### src/rtl/mux_stream_pkg.sv
// mux_stream_pkg: shared mode encodings and FSM state type for the stream mux.
package mux_stream_pkg;
    localparam logic MODE_MANUAL = 1'b0;
    localparam logic MODE_RR     = 1'b1;
    typedef enum logic {ST_IDLE, ST_LOCKED} state_t;
endpackage

### src/rtl/rr_pick.sv
// rr_pick: combinational rotate-priority encoder, first request after ptr wins.
module rr_pick #(
    parameter int N_CH = 4,
    localparam int SEL_W = $clog2(N_CH)
) (
    input  logic [N_CH-1:0]  req,
    input  logic [SEL_W-1:0] ptr,
    output logic [SEL_W-1:0] gnt_idx,
    output logic             gnt_vld
);
    logic [SEL_W-1:0] idx;

    // Scan farthest-first so the request nearest after ptr overwrites the rest.
    always_comb begin
        gnt_vld = |req;
        gnt_idx = '0;
        idx = '0;
        for (int i = N_CH; i >= 1; i--) begin
            idx = SEL_W'((int'(ptr) + i) % N_CH);
            if (req[idx]) gnt_idx = idx;
        end
    end
endmodule

### src/rtl/mux_stream_rr.sv
// mux_stream_rr: N-channel valid/ready stream mux with manual or round-robin
// selection, packet locking and a single registered output stage.
module mux_stream_rr
    import mux_stream_pkg::*;
#(
    parameter int N_CH = 4,
    parameter int WIDTH = 8,
    localparam int SEL_W = $clog2(N_CH)
) (
    input  logic                  clk,
    input  logic                  rst_n,
    input  logic                  mode,
    input  logic [SEL_W-1:0]      sel,
    input  logic [N_CH-1:0]       in_valid,
    input  logic [N_CH*WIDTH-1:0] in_data,
    input  logic [N_CH-1:0]       in_last,
    output logic [N_CH-1:0]       in_ready,
    output logic                  out_valid,
    output logic [WIDTH-1:0]      out_data,
    output logic                  out_last,
    output logic [SEL_W-1:0]      out_ch,
    input  logic                  out_ready
);
    state_t           state, state_nxt;
    logic [SEL_W-1:0] lock_ch, rr_ptr, rr_g, g;
    logic             lock_rr, rr_vld, rr_active, grant_vld, load_en, xfer, g_last;

    rr_pick #(.N_CH(N_CH)) u_pick (
        .req(in_valid),
        .ptr(rr_ptr),
        .gnt_idx(rr_g),
        .gnt_vld(rr_vld)
    );

    always_ff @(posedge clk) begin
        if (!rst_n) state <= ST_IDLE;
        else state <= state_nxt;
    end

    always_comb begin
        state_nxt = xfer ? (g_last ? ST_IDLE : ST_LOCKED) : state;
    end

    // While locked, the mode seen at packet start decides whether rr_ptr advances.
    always_comb begin
        load_en   = !out_valid | out_ready;
        rr_active = (state == ST_LOCKED) ? lock_rr : (mode == MODE_RR);
        g         = (state == ST_LOCKED) ? lock_ch : (mode == MODE_RR) ? rr_g : sel;
        grant_vld = (state == ST_LOCKED) | ((mode == MODE_RR) ? rr_vld : (int'(sel) < N_CH));
        xfer      = load_en & grant_vld & in_valid[g];
        g_last    = in_last[g];
        in_ready  = (load_en & grant_vld) ? N_CH'(1) << g : '0;
    end

    always_ff @(posedge clk) begin
        if (!rst_n) begin
            lock_ch   <= '0;
            lock_rr   <= 1'b0;
            rr_ptr    <= SEL_W'(N_CH - 1);
            out_valid <= 1'b0;
            out_data  <= '0;
            out_last  <= 1'b0;
            out_ch    <= '0;
        end else begin
            if (xfer) begin
                lock_ch <= g;
                lock_rr <= rr_active;
            end
            if (xfer & g_last & rr_active) rr_ptr <= g;
            if (load_en) out_valid <= xfer;
            if (xfer) begin
                out_data <= in_data[int'(g)*WIDTH +: WIDTH];
                out_last <= g_last;
                out_ch   <= g;
            end
        end
    end
endmodule
### config.mk
export PLATFORM = sky130hd
export DESIGN_NAME = mux_stream_rr
export DESIGN_NICKNAME = d
export VERILOG_FILES = /design/src/rtl/mux_stream_pkg.sv /design/src/rtl/rr_pick.sv /design/src/rtl/mux_stream_rr.sv
export SDC_FILE = /design/constraint.sdc
export NUM_CORES = 1
export LEC_CHECK = 0
export CORE_MARGIN = 2
export CORE_UTILIZATION = 39
export CTS_BUF_LIST = sky130_fd_sc_hd__clkbuf_16
export CTS_CLUSTER_SIZE = 30
export DETAILED_ROUTE_END_ITERATION = 7
export GPL_TIMING_DRIVEN = 0
export PLACE_DENSITY = 0.84
export SLEW_MARGIN = 20
export SYNTH_ARGS = -nofsm -noshare
export SYNTH_HDL_FRONTEND = slang
export SYNTH_HIERARCHICAL = 1
export SYNTH_SLANG_ARGS = --single-unit
### constraint.sdc
create_clock -name clk -period 2.67 [get_ports clk]
set_clock_uncertainty 0.05 [all_clocks]
set_input_delay 0.534 -clock clk [delete_from_list [all_inputs] [get_ports clk]]
set_output_delay 0.534 -clock clk [all_outputs]
set_load 0.01 [all_outputs]
### Yosys cells after proc, flatten, opt, wreduce, memory -nomap -nowiden

Cells that the tools add are included.

* output and inout bits: 16
* register bits: 16
* bits of input ports: 46

* shift-type cells: 2
* $lt $le $gt $ge: 5
* multiplexer cells: 22
* $add $sub $neg: 4
* reductions and logical operators: 2
* bitwise logic cells: 6

Operators with widths (number)
* indexed part select 32 x 6 -> 8 bit: 1
* < comparator 2 x 3 -> 1 bit, second input constant: 5
* binary-select mux 1 bit (select 2 bit): 6
* two-way mux 2 bit: 6
* two-way mux 1 bit: 9
* adder 2 x 1 -> 2 bit, second input constant: 2
* adder 2 bit, second input constant: 2
* bitwise AND 1 bit: 4
* two-way mux 4 bit: 1
* OR reduction 4 bit: 1
* left shift 1 x 2 -> 4 bit, first input constant: 1
* bitwise OR 1 bit: 2
* logical NOT 1 bit: 1

### Logic depth before layout (Yosys ltp)

* word-level depth: 14
* gate-level depth with buffers: 10

### Modules after synthesis

The synthesis kept the hierarchy.

Modules (own cells, without submodules)
* mux_stream_rr: sequential area each 320.3 um^2, area an instance 1059.8 um^2, cells each 98, times used 1
* rr_pick: sequential area each 0.0 um^2, area an instance 91.3 um^2, cells each 14, times used 1

### Worst setup path after synthesis

Ideal clock, no wire load.

* kind: in2reg
* start point: input in_valid[2]
* end point: register rr_ptr[1]
* data required time: 2498 ps
* library setup time: 122 ps
* buffers on the path: 0
* stages on the path: 9
* slack: 170 ps
* data arrival time: 2329 ps
* cell sequence: and2b_1 > a21oi_2 > o221ai_2 > mux2_4 > mux2i_1 > mux2_4 > o2bb2ai_4 > nand3b_2 > a221o_1

* longest elaborated chain between the ends: 13
* elaborated cells between the ends (all ways): 25
* classes of those cells: mux (19); bitwise (5); reduce/logical (1)

RTL lines
* start, declared: line mux_stream_rr.sv:14 `input logic [N_CH-1:0] in_valid,`
* binary-select mux 1 bit (select 2 bit): line rr_pick.sv:20 `if (req[idx]) gnt_idx = idx;`
* two-way mux 1 bit (implied by the code): line rr_pick.sv:20
* two-way mux 2 bit (3 in series): line rr_pick.sv:20
* two-way mux 2 bit *: line rr_pick.sv:20
* via rr_g[0]: line mux_stream_rr.sv:25 `logic [SEL_W-1:0] lock_ch, rr_ptr, rr_g, g;`
* two-way mux 2 bit * (2 in series): line mux_stream_rr.sv:48 `g = (state == ST_LOCKED) ? lock_ch : (mode == MODE_RR) ? rr_g : sel;`
* binary-select mux 1 bit (select 2 bit): line mux_stream_rr.sv:50 `xfer = load_en & grant_vld & in_valid[g];`
* two-way mux 1 bit (implied by the code): line mux_stream_rr.sv:50
* bitwise AND 1 bit: line mux_stream_rr.sv:50
* bitwise AND 1 bit * (2 in series): line mux_stream_rr.sv:69 `if (xfer & g_last & rr_active) rr_ptr <= g;`
* end signal, assigned: line mux_stream_rr.sv:59 `rr_ptr <= SEL_W'(N_CH - 1);`
* end signal, assigned: line mux_stream_rr.sv:69
* end, declared: line mux_stream_rr.sv:25

The timed path passes the listed nets; every way through them passes the cells marked *. The select of a mux whose other input is x is not followed.
A chain may end at the register's enable or synchronous reset.

### Final worst setup path

* start point: input in_valid[3]
* end point: register rr_ptr[1]

The elaborated chain is that of the path after synthesis.

==> results.py <==
metrics = {
    "placement": {
        "dp_slack_ps": -1037,
        "gp_congestion": 0.8480,
        "hpwlAfterDp_mm": 2.665,
        "io_buffers": 61,
        "placed_cell_area_um2": 1800,
    },
    "floorplanning": {
        "dieArea_um2": 3402,
        "pin_count": 62,
        "die_x_um": 58.33,
        "die_y_um": 58.33,
        "start_util_pct": 41.39,
        "design.core.area_um2": 2781,
        "rows": 19,
    },
    "synthesis": {
        "synth-seq-cells": 16,
        "ys_seq_area_share_pct": 27.83,
        "synth_edf_count": 0,
        "synth_xor_area_share_pct": 0,
        "synth-compound-area-share_pct": 13.15,
        "synthAdderAreaFrac_pct": 0,
        "synth_ff_type": "dfxtp_1",
        "yosysUniqueCellTypes": 38,
        "yosys-mux-area-fraction_pct": 38.80,
        "synth_top_family_by_area": "multiplexers",
        "synthArstFlopShare_pct": 0,
        "avgSynthCellArea_um2": 10.28,
        "syn-cell-area_um2": 1151,
        "syn_nets": 158,
        "netlist_instances": 112,
        "ys_warn_count": 6,
        "synthSimpleGateAreaFrac_pct": 16.52,
    },
    "sta": {
        "period_needed_ps": 2590,
        "timing.fmax_mhz": 386.1,
        "rsz0062_at_grt": "true",
        "finalHoldViolCount": 0,
        "finalCritPeriodShare_pct": 97.01,
        "worst_slew_pin_slew_ps": 500.9,
        "setup_viol": 0,
        "slew_headroom_pct": 66.31,
        "slew_viol_final": 0,
        "worst_slack_ps": 79.75,
    },
    "setup_path": {
        "critPathBufInv": 3,
        "critical_path.max_stage_delay_ps": 350,
        "crit_arrival_ps": 2670,
        "worstPathRequired_ps": 2750,
        "reg2reg_depth": 10,
        "critPathKind": "input pin to flop",
        "slowest_stage": "a221o_1",
        "r2r-end": "rr_ptr[1]",
        "crit_chain": "clkdlybuf4s15_2, and2b_1, a21oi_2, o221ai_2, mux2_4, buf_4, mux2i_1, mux2i_1, buf_4, o2bb2ai_4, nand3b_2, a221o_1",
        "cp_max_fo": 7,
        "rrSetupSlack_ps": 210,
        "endpoint_kind": "flop",
        "path_delay_family": "compound AO/OA/AOI/OAI gates",
        "cp-start-kind": "input pin",
        "rr_startpoint": "rr_ptr[1]",
    },
    "hold_path": {
        "min-delay-start": "out_data[1]",
        "hp-class": "flop to flop",
        "worst_hold_path.endpoint": "out_data[1]",
        "whs_path_depth": 2,
    },
    "global_route": {
        "gr-total-overflow": 0,
        "grt_pass1_vias": 1256,
        "grt_usage_pct": 21.03,
        "antenna_found_initial": 0,
        "grt_max_degree": 11,
        "grt_pass1_wl_mm": 5.492,
    },
    "drt": {
        "route.detailed.drc": 0,
        "ant_nets": 0,
        "routedWlPerCell_um": 16.40,
        "drt_iter0_drc": 31,
        "drt_wl_total_mm": 3.591,
        "first_pass_iters": 4,
        "vias": 1175,
        "vias_per_cell": 5.365,
    },
    "final_layout": {
        "drive_above_1_share_pct": 27.13,
        "area_delta_synth_final_pct": 72.83,
        "nets": 235,
        "antenna_cells": 0,
        "final_area_um2": 1989,
    },
    "job": {
        "max-cap-violations": 0,
    },
    "clock_network": {
        "numCtsBuffers": 3,
        "clock_latency_ps": 240,
        "cts_hold_buf": 0,
        "htree_levels": 1,
        "path_clk_slew_ps": 50,
        "cts_sinks": 16,
        "clockBufferDepth": 2,
        "cts_root_buffer": "clkbuf_16",
        "cts_tree": "yes",
    },
    "power": {
        "power_density_nw_per_um2": 961.6,
        "power_mw": 1.913,
        "leakage_nw": 0.8042,
        "ir_drop_mv": 0.7586,
    },
    "run_status": {
        "status": "finished clean",
    },
}
==> sequential cells by signal (all words and copies together) (netlist names) <==
register,flops
rr_ptr,2
state,1
out_ch,2
out_valid,1
out_last,1
out_data,8
lock_rr,1
==> tightest hold or removal path: stages (launching register included) <==
cell and delay [ps]:
dfxtp_1 330, mux2i_1 70, nor2_1 70
==> worst max-delay path by stage <==
stage | depth (start not counted) | end | slack [ps] | startpoint
2_1_floorplan | 9 | rr_ptr[1] | 170 | in_valid[2]
3_3_place_gp | 10 | in_ready[2] | -970 | in_valid[0]
3_5_place_dp | 10 | in_ready[3] | -1040 | in_valid[0]
4_1_cts | 9 | in_ready[1] | -30 | in_valid[2]
5_1_grt | 12 | rr_ptr[1] | -30 | in_valid[3]
6_report | 12 | rr_ptr[1] | 80 | in_valid[3]
==> per-layer routing <==
metal  up-vias  routed length (µm)  track usage [%]
met4         0                  12            4.319
met2        60                1964            42.86
met3         2                 276            4.176
met1       548                1337            21.62
li1        565                   -                -
met5         -                   0                0
==> cell usage after synthesis, drive strengths merged (2+ instances only) <==
master / n / area share [%]
mux2: 5 / 5.5
buf: 4 / 2.4
mux4: 8 / 16
dfxtp: 16 / 28
nand2b: 5 / 2.7
clkbuf: 2 / 0.65
mux2i: 19 / 18
inv: 2 / 0.65
o21ai: 3 / 1.3
nand2: 5 / 1.6
nor2: 19 / 6.4
nor2b: 3 / 1.6
a21oi: 5 / 2.5
==> cell type report <==
cell class                      count  area, µm²
Multi-Input combinational cell     88      812.0
Fill cell                         204      792.0
Tap cell                           31      38.79
Inverter                            2      7.507
Sequential cell                    16      320.3
Timing Repair Buffer               72      678.2
Clock inverter                      1      3.754
Buffer                              6      53.80
Clock buffer                        3      75.07
==> through the flow <==
stage / setup TNS, ps / std cells / hold slack (ps) / utilization (%)
final: 0 / 219 / 457.5 / 71.53
after CTS: -53.04 / 214 / 459.2 / 70.18
after floorplan: 0 / 112 / 427.6 / -
after global routing: -128.2 / 219 / 479.7 / 71.53
after global placement: -10430 / 204 / 422.8 / 64.73
after detailed placement: -11870 / 204 / 434.5 / 64.73
==> power by group <==
group / switching, mW / internal, mW / total (mW)
sequential: 0.0732 / 0.340 / 0.413
clock: 0.0922 / 0.199 / 0.291
combinational: 0.523 / 0.687 / 1.21
==> kinds of logic after synthesis <==
logic type / after synthesis
and+or+nand+nor: 38
muxes: 32
AOI/OAI and AO/OA: 18
DFF: 16
buffers and inverters: 8
==> repair_timing <==
action,CTS,global route
gates resized for setup,36,9
pin swaps,1,3
setup buffers,6,5
setup endpoints to repair,20,13
==> placed cells by master, fill, tap and decap left out, drive strengths merged, types with 2 or more instances in the layout <==
master and instances:
buf 19, clkdlybuf4s50 52, nor2b 3, inv 2, mux2i 19, dfxtp 16
o21ai 3, nand2b 5, clkdlybuf4s15 3, nor2 19, a21oi 5, nand2 5
mux2 5, clkbuf 6, mux4 8
No activity file was read; power rests on OpenSTA's default activity.
